## src/rtl/regfile_pkg.sv

```systemverilog
// regfile_pkg: shared constants and types for the synchronous register file.
//   DATA_W_DEF/ADDR_W_DEF/NUM_RD_DEF  default geometry
//   DEPTH_DEF                         entries derived from address width
//   ZERO_REG                          1 when REGFILE_ZERO_REG_EN is defined (entry 0 hardwired to 0)
package regfile_pkg;
  localparam int DATA_W_DEF = 32;
  localparam int ADDR_W_DEF = 3;
  localparam int NUM_RD_DEF = 2;
  function automatic int depth_of(input int aw);
    return 1 << aw;
  endfunction
  localparam int DEPTH_DEF = depth_of(ADDR_W_DEF);
  typedef logic [DATA_W_DEF-1:0] data_t;
  typedef logic [ADDR_W_DEF-1:0] addr_t;
`ifdef REGFILE_ZERO_REG_EN
  localparam bit ZERO_REG = 1'b1;
`else
  localparam bit ZERO_REG = 1'b0;
`endif
endpackage

```

## src/rtl/regfile_read_port.sv

```systemverilog
// regfile_read_port: one registered read port with write-first bypass and zero-reg masking.
//   clk, rst        clock, synchronous active-high reset
//   rd_addr_i       entry selected by this port
//   wr_en_i         effective write strobe (already suppressed for a hardwired entry 0)
//   wr_addr_i/wr_data_i  write port, used for same-edge bypass
//   mem_data_i      stored word at rd_addr_i
//   busy_nxt_i      post-update busy bit of rd_addr_i
//   rd_data_o/rd_busy_o  registered outputs
module regfile_read_port
  import regfile_pkg::*;
#(
  parameter int DATA_W = DATA_W_DEF,
  parameter int ADDR_W = ADDR_W_DEF
) (
  input  logic              clk,
  input  logic              rst,
  input  logic [ADDR_W-1:0] rd_addr_i,
  input  logic              wr_en_i,
  input  logic [ADDR_W-1:0] wr_addr_i,
  input  logic [DATA_W-1:0] wr_data_i,
  input  logic [DATA_W-1:0] mem_data_i,
  input  logic              busy_nxt_i,
  output logic [DATA_W-1:0] rd_data_o,
  output logic              rd_busy_o
);
  logic              zero_hit;
  logic [DATA_W-1:0] rd_data_d, rd_data_q;
  logic              rd_busy_d, rd_busy_q;
  assign zero_hit = ZERO_REG && (rd_addr_i == '0);
  always_comb begin
    rd_data_d = zero_hit ? '0 : (wr_en_i && wr_addr_i == rd_addr_i) ? wr_data_i : mem_data_i;
    rd_busy_d = !zero_hit && busy_nxt_i;
  end
  always_ff @(posedge clk) begin
    rd_data_q <= rst ? '0 : rd_data_d;
    rd_busy_q <= rst ? 1'b0 : rd_busy_d;
  end
  assign rd_data_o = rd_data_q;
  assign rd_busy_o = rd_busy_q;
endmodule

```

## src/rtl/regfile_sync.sv

```systemverilog
// regfile_sync: clocked register file with one write port, NUM_RD registered read ports and busy scoreboard.
//   clk, rst          clock, synchronous active-high reset (dominates write/reserve)
//   wr_en_i/wr_addr_i/wr_data_i   write port; a write clears the entry's busy bit
//   rsv_en_i/rsv_addr_i           reserve port; sets busy, wins over a same-address write
//   rd_addr_i         packed read addresses, port i at [i*ADDR_W +: ADDR_W]
//   rd_data_o         packed read data, port i at [i*DATA_W +: DATA_W], 1-cycle latency
//   rd_busy_o         busy bit of the entry read by each port, registered with rd_data_o
//   busy_vec_o        the busy register itself
//   Build option: REGFILE_ZERO_REG_EN hardwires entry 0 to zero.
module regfile_sync
  import regfile_pkg::*;
#(
  parameter int DATA_W = DATA_W_DEF,
  parameter int ADDR_W = ADDR_W_DEF,
  parameter int NUM_RD = NUM_RD_DEF
) (
  input  logic                     clk,
  input  logic                     rst,
  input  logic                     wr_en_i,
  input  logic [ADDR_W-1:0]        wr_addr_i,
  input  logic [DATA_W-1:0]        wr_data_i,
  input  logic                     rsv_en_i,
  input  logic [ADDR_W-1:0]        rsv_addr_i,
  input  logic [NUM_RD*ADDR_W-1:0] rd_addr_i,
  output logic [NUM_RD*DATA_W-1:0] rd_data_o,
  output logic [NUM_RD-1:0]        rd_busy_o,
  output logic [depth_of(ADDR_W)-1:0] busy_vec_o
);
  localparam int DEPTH = depth_of(ADDR_W);
  logic [DATA_W-1:0] mem_q [DEPTH];
  logic [DEPTH-1:0]  busy_q, busy_d;
  logic              wr_ok, rsv_ok;
  assign wr_ok  = wr_en_i && !(ZERO_REG && wr_addr_i == '0);
  assign rsv_ok = rsv_en_i && !(ZERO_REG && rsv_addr_i == '0);
  // Reserve is applied after the write so a new producer outlives a retiring one.
  always_comb begin
    busy_d = busy_q;
    if (wr_ok) busy_d[wr_addr_i] = 1'b0;
    if (rsv_ok) busy_d[rsv_addr_i] = 1'b1;
  end
  always_ff @(posedge clk) begin
    if (rst) begin
      busy_q <= '0;
      for (int k = 0; k < DEPTH; k++) mem_q[k] <= '0;
    end else begin
      busy_q <= busy_d;
      if (wr_ok) mem_q[wr_addr_i] <= wr_data_i;
    end
  end
  assign busy_vec_o = busy_q;
  for (genvar i = 0; i < NUM_RD; i++) begin : g_rd
    regfile_read_port #(.DATA_W(DATA_W), .ADDR_W(ADDR_W)) u_port (
      .clk       (clk),
      .rst       (rst),
      .rd_addr_i (rd_addr_i[i*ADDR_W +: ADDR_W]),
      .wr_en_i   (wr_ok),
      .wr_addr_i (wr_addr_i),
      .wr_data_i (wr_data_i),
      .mem_data_i(mem_q[rd_addr_i[i*ADDR_W +: ADDR_W]]),
      .busy_nxt_i(busy_d[rd_addr_i[i*ADDR_W +: ADDR_W]]),
      .rd_data_o (rd_data_o[i*DATA_W +: DATA_W]),
      .rd_busy_o (rd_busy_o[i])
    );
  end
endmodule

```

## config.mk

```make
export PLATFORM = sky130hd
export DESIGN_NAME = regfile_sync
export DESIGN_NICKNAME = d
export VERILOG_FILES = /design/src/rtl/regfile_pkg.sv /design/src/rtl/regfile_read_port.sv /design/src/rtl/regfile_sync.sv
export SDC_FILE = /design/constraint.sdc
export NUM_CORES = 1
export LEC_CHECK = 0
export ABC_AREA = 1
export CAP_MARGIN = 10
export CORE_MARGIN = 2
export CORE_UTILIZATION = 50
export DETAILED_ROUTE_END_ITERATION = 8
export PLACE_DENSITY = 0.81
export SETUP_SLACK_MARGIN = 0.2
export SYNTH_ARGS = -nofsm -noshare
export SYNTH_HDL_FRONTEND = slang
export SYNTH_HIERARCHICAL = 1
export SYNTH_SLANG_ARGS = --single-unit
```

## constraint.sdc

```tcl
create_clock -name clk -period 1.9 [get_ports clk]
set_input_delay 0.285 -clock clk [delete_from_list [all_inputs] [get_ports clk]]
set_output_delay 0.285 -clock clk [all_outputs]
set_load 0.05 [all_outputs]
```

-- Word level (Yosys, flattened, before mapping)
Memories as Yosys holds them, arrays and structs flattened. A register that Yosys moved wholly into a read port is not among the register bits.
Cells that the tools add are included.
- multiplexer cells: 18
- reduce and logical (&&, ||, !) cells: 3
- $lt $le $gt $ge: 6
- bitwise operators: 3
- operators with widths (kind ; count):
    32-bit 2-to-1 mux ; 1
    32-bit OR reduction ; 1
    3-bit by 4-bit < comparator with 1-bit output, second input constant ; 4
    8-bit 2-to-1 mux ; 2
    1-bit 2-to-1 mux ; 10
    8-bit AND ; 1
    8-bit inverter ; 1
    8-bit bitwise OR ; 1
    1-bit binary-select mux with 3-bit select ; 2
    1-bit demux with 3-bit select ; 2
    3-bit by 1-bit >= comparator with 1-bit output, second input constant ; 2
    3-bit 2-to-1 mux ; 1
    1-bit logical AND ; 2
- input port bits: 48
- output and inout port bits: 74
- logic and storage cells: 34
- register bits after elaboration: 10
- RAM bits: 256
- memories: 1
- memories (name ; depth ; width ; read ports ; clocked after Yosys merged registers in ; write ports ; RTL line ; text):
    mem_q ; 8 ; 32 ; 2 ; 2 ; 8 ; regfile_sync.sv:30 ; logic [DATA_W-1:0] mem_q [DEPTH];

-- Longest topological paths before layout
- depth in word-level cells: 11
- gate-level depth with buffers: 11
- gate-level depth less buffers: 11

-- Cells and area by module
The synthesis kept the hierarchy.
- by module, submodules not included (module ; sequential area each (um^2) ; cells each ; times used ; area each (um^2)):
    regfile_sync ; 7847.5 ; 1685 ; 1 ; 14002.2
    regfile_read_port ; 660.6 ; 233 ; 2 ; 1519.0

-- Worst setup path after synthesis
OpenSTA, ideal clock, no wires.
- kind: input to register
- from: input rst
- to: memory mem_q[0][0] (netlist bit) (enable)
- arrival: 1381 ps
- data required time: 1511 ps
- library setup time: 389 ps
- slack: 129 ps
- stages: 4
- path buffers: 2
- path through: buf_2 > inv_2 > buf_4 > nand2_1
- RTL lines (what ; RTL line ; text):
    from (decl) ; regfile_sync.sv:18 ; input logic rst,
    to (decl) ; regfile_sync.sv:30 ;

-- Worst setup path in the final report
- from: register busy_q[6] (netlist: busy_vec_o[6])
- to: output busy_vec_o[6]
- RTL lines (what ; RTL line ; text):
    from (decl) ; regfile_sync.sv:31 ; logic [DEPTH-1:0] busy_q, busy_d;
    from (signal assigned) ; regfile_sync.sv:46 ; busy_q <= busy_d;
    to (decl) ; regfile_sync.sv:27 ; output logic [depth_of(ADDR_W)-1:0] busy_vec_o
No word-level cell between the ends.

==> results.md <==
- Final Power: 18.0 mW
- GRT Resource Usage Total: 28.2%
- Nets: 2279
- Area added between synthesis and finish: 17.5%
- Outcome: finished clean
- Peak VDD IR: roughly 0.56 mV
- Power share of the sequential group: 47.2%
- Top Ports: ~120
- Required time of the worst setup path: 1.62 ns
- Worst Skew: between 0.02 and 0.025 ns
- Maximum count of clock buffers along a single path: 3
- Vias per std cell: 5.80
- Antenna diodes: 0
- Post-synth cell types: 22
- Die span in y: around 190 µm
- Fraction of the cycle the final worst path needs: 89.6%
- Net switching share of the total power: 28.2%
- Effective utilization at floorplan: between 50% and 60%
- Number of buffers added to fix hold violations after cts: 0
- Buffering stage count on the worst path with inverters included: 1
- Count of TritonRoute iterations in the first routing pass: 6
- Global placer's final weighted congestion: roughly 0.88
- RSZ-0062 raised after global routing: true
- Synthesized area: 17000 µm²
- Crit path DAT: 1.42 ns
- Violation count after the first detailed-routing iteration: 1857
- Clock tree from TritonCTS: built
- Placed cell count: about 2600
- Category of cells accounting for the largest share of critical-path delay: buffers and inverters
- Root Driver: sky130_fd_sc_hd__clkbuf_16
- Die area: 35600 µm²
- Minimum period implied by the final worst setup slack: 1.70 ns
- Cell with the largest stage delay on the worst path: sky130_fd_sc_hd__clkdlybuf4s15_1
- Startpoint of the worst-slack reg-to-reg timing path: mem_q[0][12]
- Top_reg_cell synth: sky130_fd_sc_hd__edfxtp_1
- Flip-flop and latch count after synthesis: 330
- Number of port buffers: 121
- Via count of the routed design: around 16000
- Die Wd: 189 µm
- Maximum capacitance violations: 0
- Number of cells produced by synthesis: ~2200
- Kind of launch point of the worst setup path: register
- Number of nets with antenna violations after routing: 0
- Part of the power in the clock network: 36.3%
- Core area: 33500 µm²
- Mean area per synthesized cell: 7.92 µm²
- Synthesized netlist net count: 2199
- Overflow left after global routing: 0
- Top fanout value on the critical path: 2
- Maximum clock rate: 587 MHz
- Post-Route Setup TNS: 0 ns
- Setup-violating endpoint count in the final report: 0
- Half-perimeter wire length after detailed placement: ~31 mm
- Clock Latency Late Sink: 0.53 ns
- Wire length of the first global-routing pass: 80.2 mm
- Worst setup path category: reg2out
- Largest net degree at the start of global routing: 82
- Number of H-tree branching levels: 2
- Worst-margin pin slew: 0.520 ns
- Largest incremental delay on the critical path: 0.52 ns
- Proportion of synthesized chip area in sequential cells: between 50% and 60%
- Type of the worst min-delay path: in2reg
- Combinational cell fraction of total power: 16.5%
- Nature of the critical path endpoint: primary output
- DRC violation count after routing: 0
- # fillers: 2823
- Routed len/inst: 18.6 µm
- Number of sinks handled by clock tree synthesis: 330
- Fraction of final layout cells sized beyond drive strength 1: ~6.3%
- Post-CTS Setup Inserts: 0
- Number of enable-type register cells in the synthesized netlist: 256
- Std-Cell Rows: 67
- Antenna violations before repair: 0
- Pins over their slew limit: 0
- Final standard cell count with taps included and fillers excluded: 2705
- Static Leak: ~8.6 nW
- Switching power of the nets: 5.06 mW
- Power density over the cells: about 900 nW/µm²
- Internal power: about 13 mW
- Total CTS buffers: 35
- Number of global-route vias before repair: 15777
- Hold path start: rd_addr_i[1]
- Crit-path cells: clkdlybuf4s15_1
- Worst slew margin: 65.4%
- Clk slew on worst S/H paths: 0.06 ns
- Synthesis warning total: 6
- Proportion of register bits with asynchronous set or reset after synthesis: 0%
- Startpoint of the most critical setup path: busy_vec_o[6]
- Hold violation count in the final report: 0
- Final Routed Wirelength: 50.4 mm
kinds of logic (layout without fill, tap and decap cells):
group / after synthesis / after routing / share of synthesized area (%)
simple gates: 954 / 954 / 22.0
compound gates: 522 / 522 / 15.4
buf+inv: 345 / 451 / 8.85
flops: 330 / 330 / 53.8
cell usage after synthesis, types with 2 or more instances:
cell type	n	area, µm²
sky130_fd_sc_hd__nor2_1	521	1960
sky130_fd_sc_hd__buf_1	15	56.3
sky130_fd_sc_hd__buf_2	32	160
sky130_fd_sc_hd__inv_1	190	713
sky130_fd_sc_hd__inv_2	4	15.0
sky130_fd_sc_hd__nand3_1	97	485
sky130_fd_sc_hd__a21oi_1	136	681
sky130_fd_sc_hd__clkbuf_1	70	263
sky130_fd_sc_hd__o21ai_1	72	360
sky130_fd_sc_hd__buf_6	13	146
sky130_fd_sc_hd__buf_4	19	143
sky130_fd_sc_hd__dfxtp_1	74	1480
sky130_fd_sc_hd__a21boi_1	2	15.0
sky130_fd_sc_hd__nor2_4	2	22.5
sky130_fd_sc_hd__edfxtp_1	256	7690
sky130_fd_sc_hd__nor2_2	5	31.3
sky130_fd_sc_hd__nand2_1	326	1220
sky130_fd_sc_hd__nand3_2	2	20.0
sky130_fd_sc_hd__o21ai_0	312	1560
power groups by stage:
stage                     combinational (mW)  sequential (mW)  clock [mW]
after floorplan                         1.44             9.07           0
after global placement                  2.92             8.60           0
after detailed placement                3.00             8.63           0
after CTS                               2.93             8.48        6.52
after global routing                    3.21             8.53        6.82
final                                   2.96             8.48        6.51
registers in the layout, indices dropped and copies added (netlist names):
name,cells
mem_q,256
g_rd.u_port/rd_busy_o,2
g_rd.u_port/rd_data_o,64
busy_vec_o,8
worst paths after layout:
path,endpoint,slack [ns],cells after the start
min,g_rd[0].u_port/rd_busy_o,0.32,7
max,busy_vec_o[6],0.20,1
max reg2reg,g_rd[0].u_port/rd_data_o[12],0.65,6
min reg2reg,busy_vec_o[4],0.54,2
stage by stage:
stage	setup slack [ns]	util, %	area, µm²	hold WS [ns]
global route	0.159	59.7	20000	0.370
detailed placement	-0.125	56.9	19100	0.525
finish	0.197	59.7	20000	0.319
CTS	0.158	59.8	20000	0.308
floorplan	0.129	-	17000	0.356
global placement	-0.0959	56.9	19100	0.557
layout by cell type (no fill, tap or decap), types with 14 or more instances in the layout:
master / instances
sky130_fd_sc_hd__a21oi_1: 136
sky130_fd_sc_hd__buf_12: 40
sky130_fd_sc_hd__buf_4: 36
sky130_fd_sc_hd__clkbuf_1: 14
sky130_fd_sc_hd__clkbuf_16: 35
sky130_fd_sc_hd__clkdlybuf4s50_1: 43
sky130_fd_sc_hd__dfxtp_1: 74
sky130_fd_sc_hd__dlygate4sd2_1: 63
sky130_fd_sc_hd__edfxtp_1: 256
sky130_fd_sc_hd__inv_1: 190
sky130_fd_sc_hd__nand2_1: 326
sky130_fd_sc_hd__nand3_1: 97
sky130_fd_sc_hd__nor2_1: 521
sky130_fd_sc_hd__o21ai_0: 312
sky130_fd_sc_hd__o21ai_1: 72
routing by layer:
layer / part of all wire (%) / track usage (%) / wire, µm
met1: 36 / 33.9 / 18300
met5: 0 / 0 / 0
met4: 4.3 / 14.5 / 2190
met3: 10 / 4.54 / 5040
met2: 49 / 48.9 / 24900
layout make-up:
| type | instances | area, µm² | share of cell area (%) |
|---|---|---|---|
| Tap cell | 448 | 561 | 2.80 |
| Timing Repair Buffer | 193 | 2140 | 10.7 |
| Inverter | 195 | 734 | 3.67 |
| Multi-Input combinational cell | 1476 | 6360 | 31.8 |
| Clock inverter | 14 | 133 | 0.662 |
| Sequential cell | 330 | 9170 | 45.8 |
| Clock buffer | 49 | 928 | 4.64 |
timing repair:
action                     CTS  global route
resized for setup           81            10
pin swaps                    0             0
setup endpoints to repair   74            10
No activity file was read; power rests on OpenSTA's default activity.
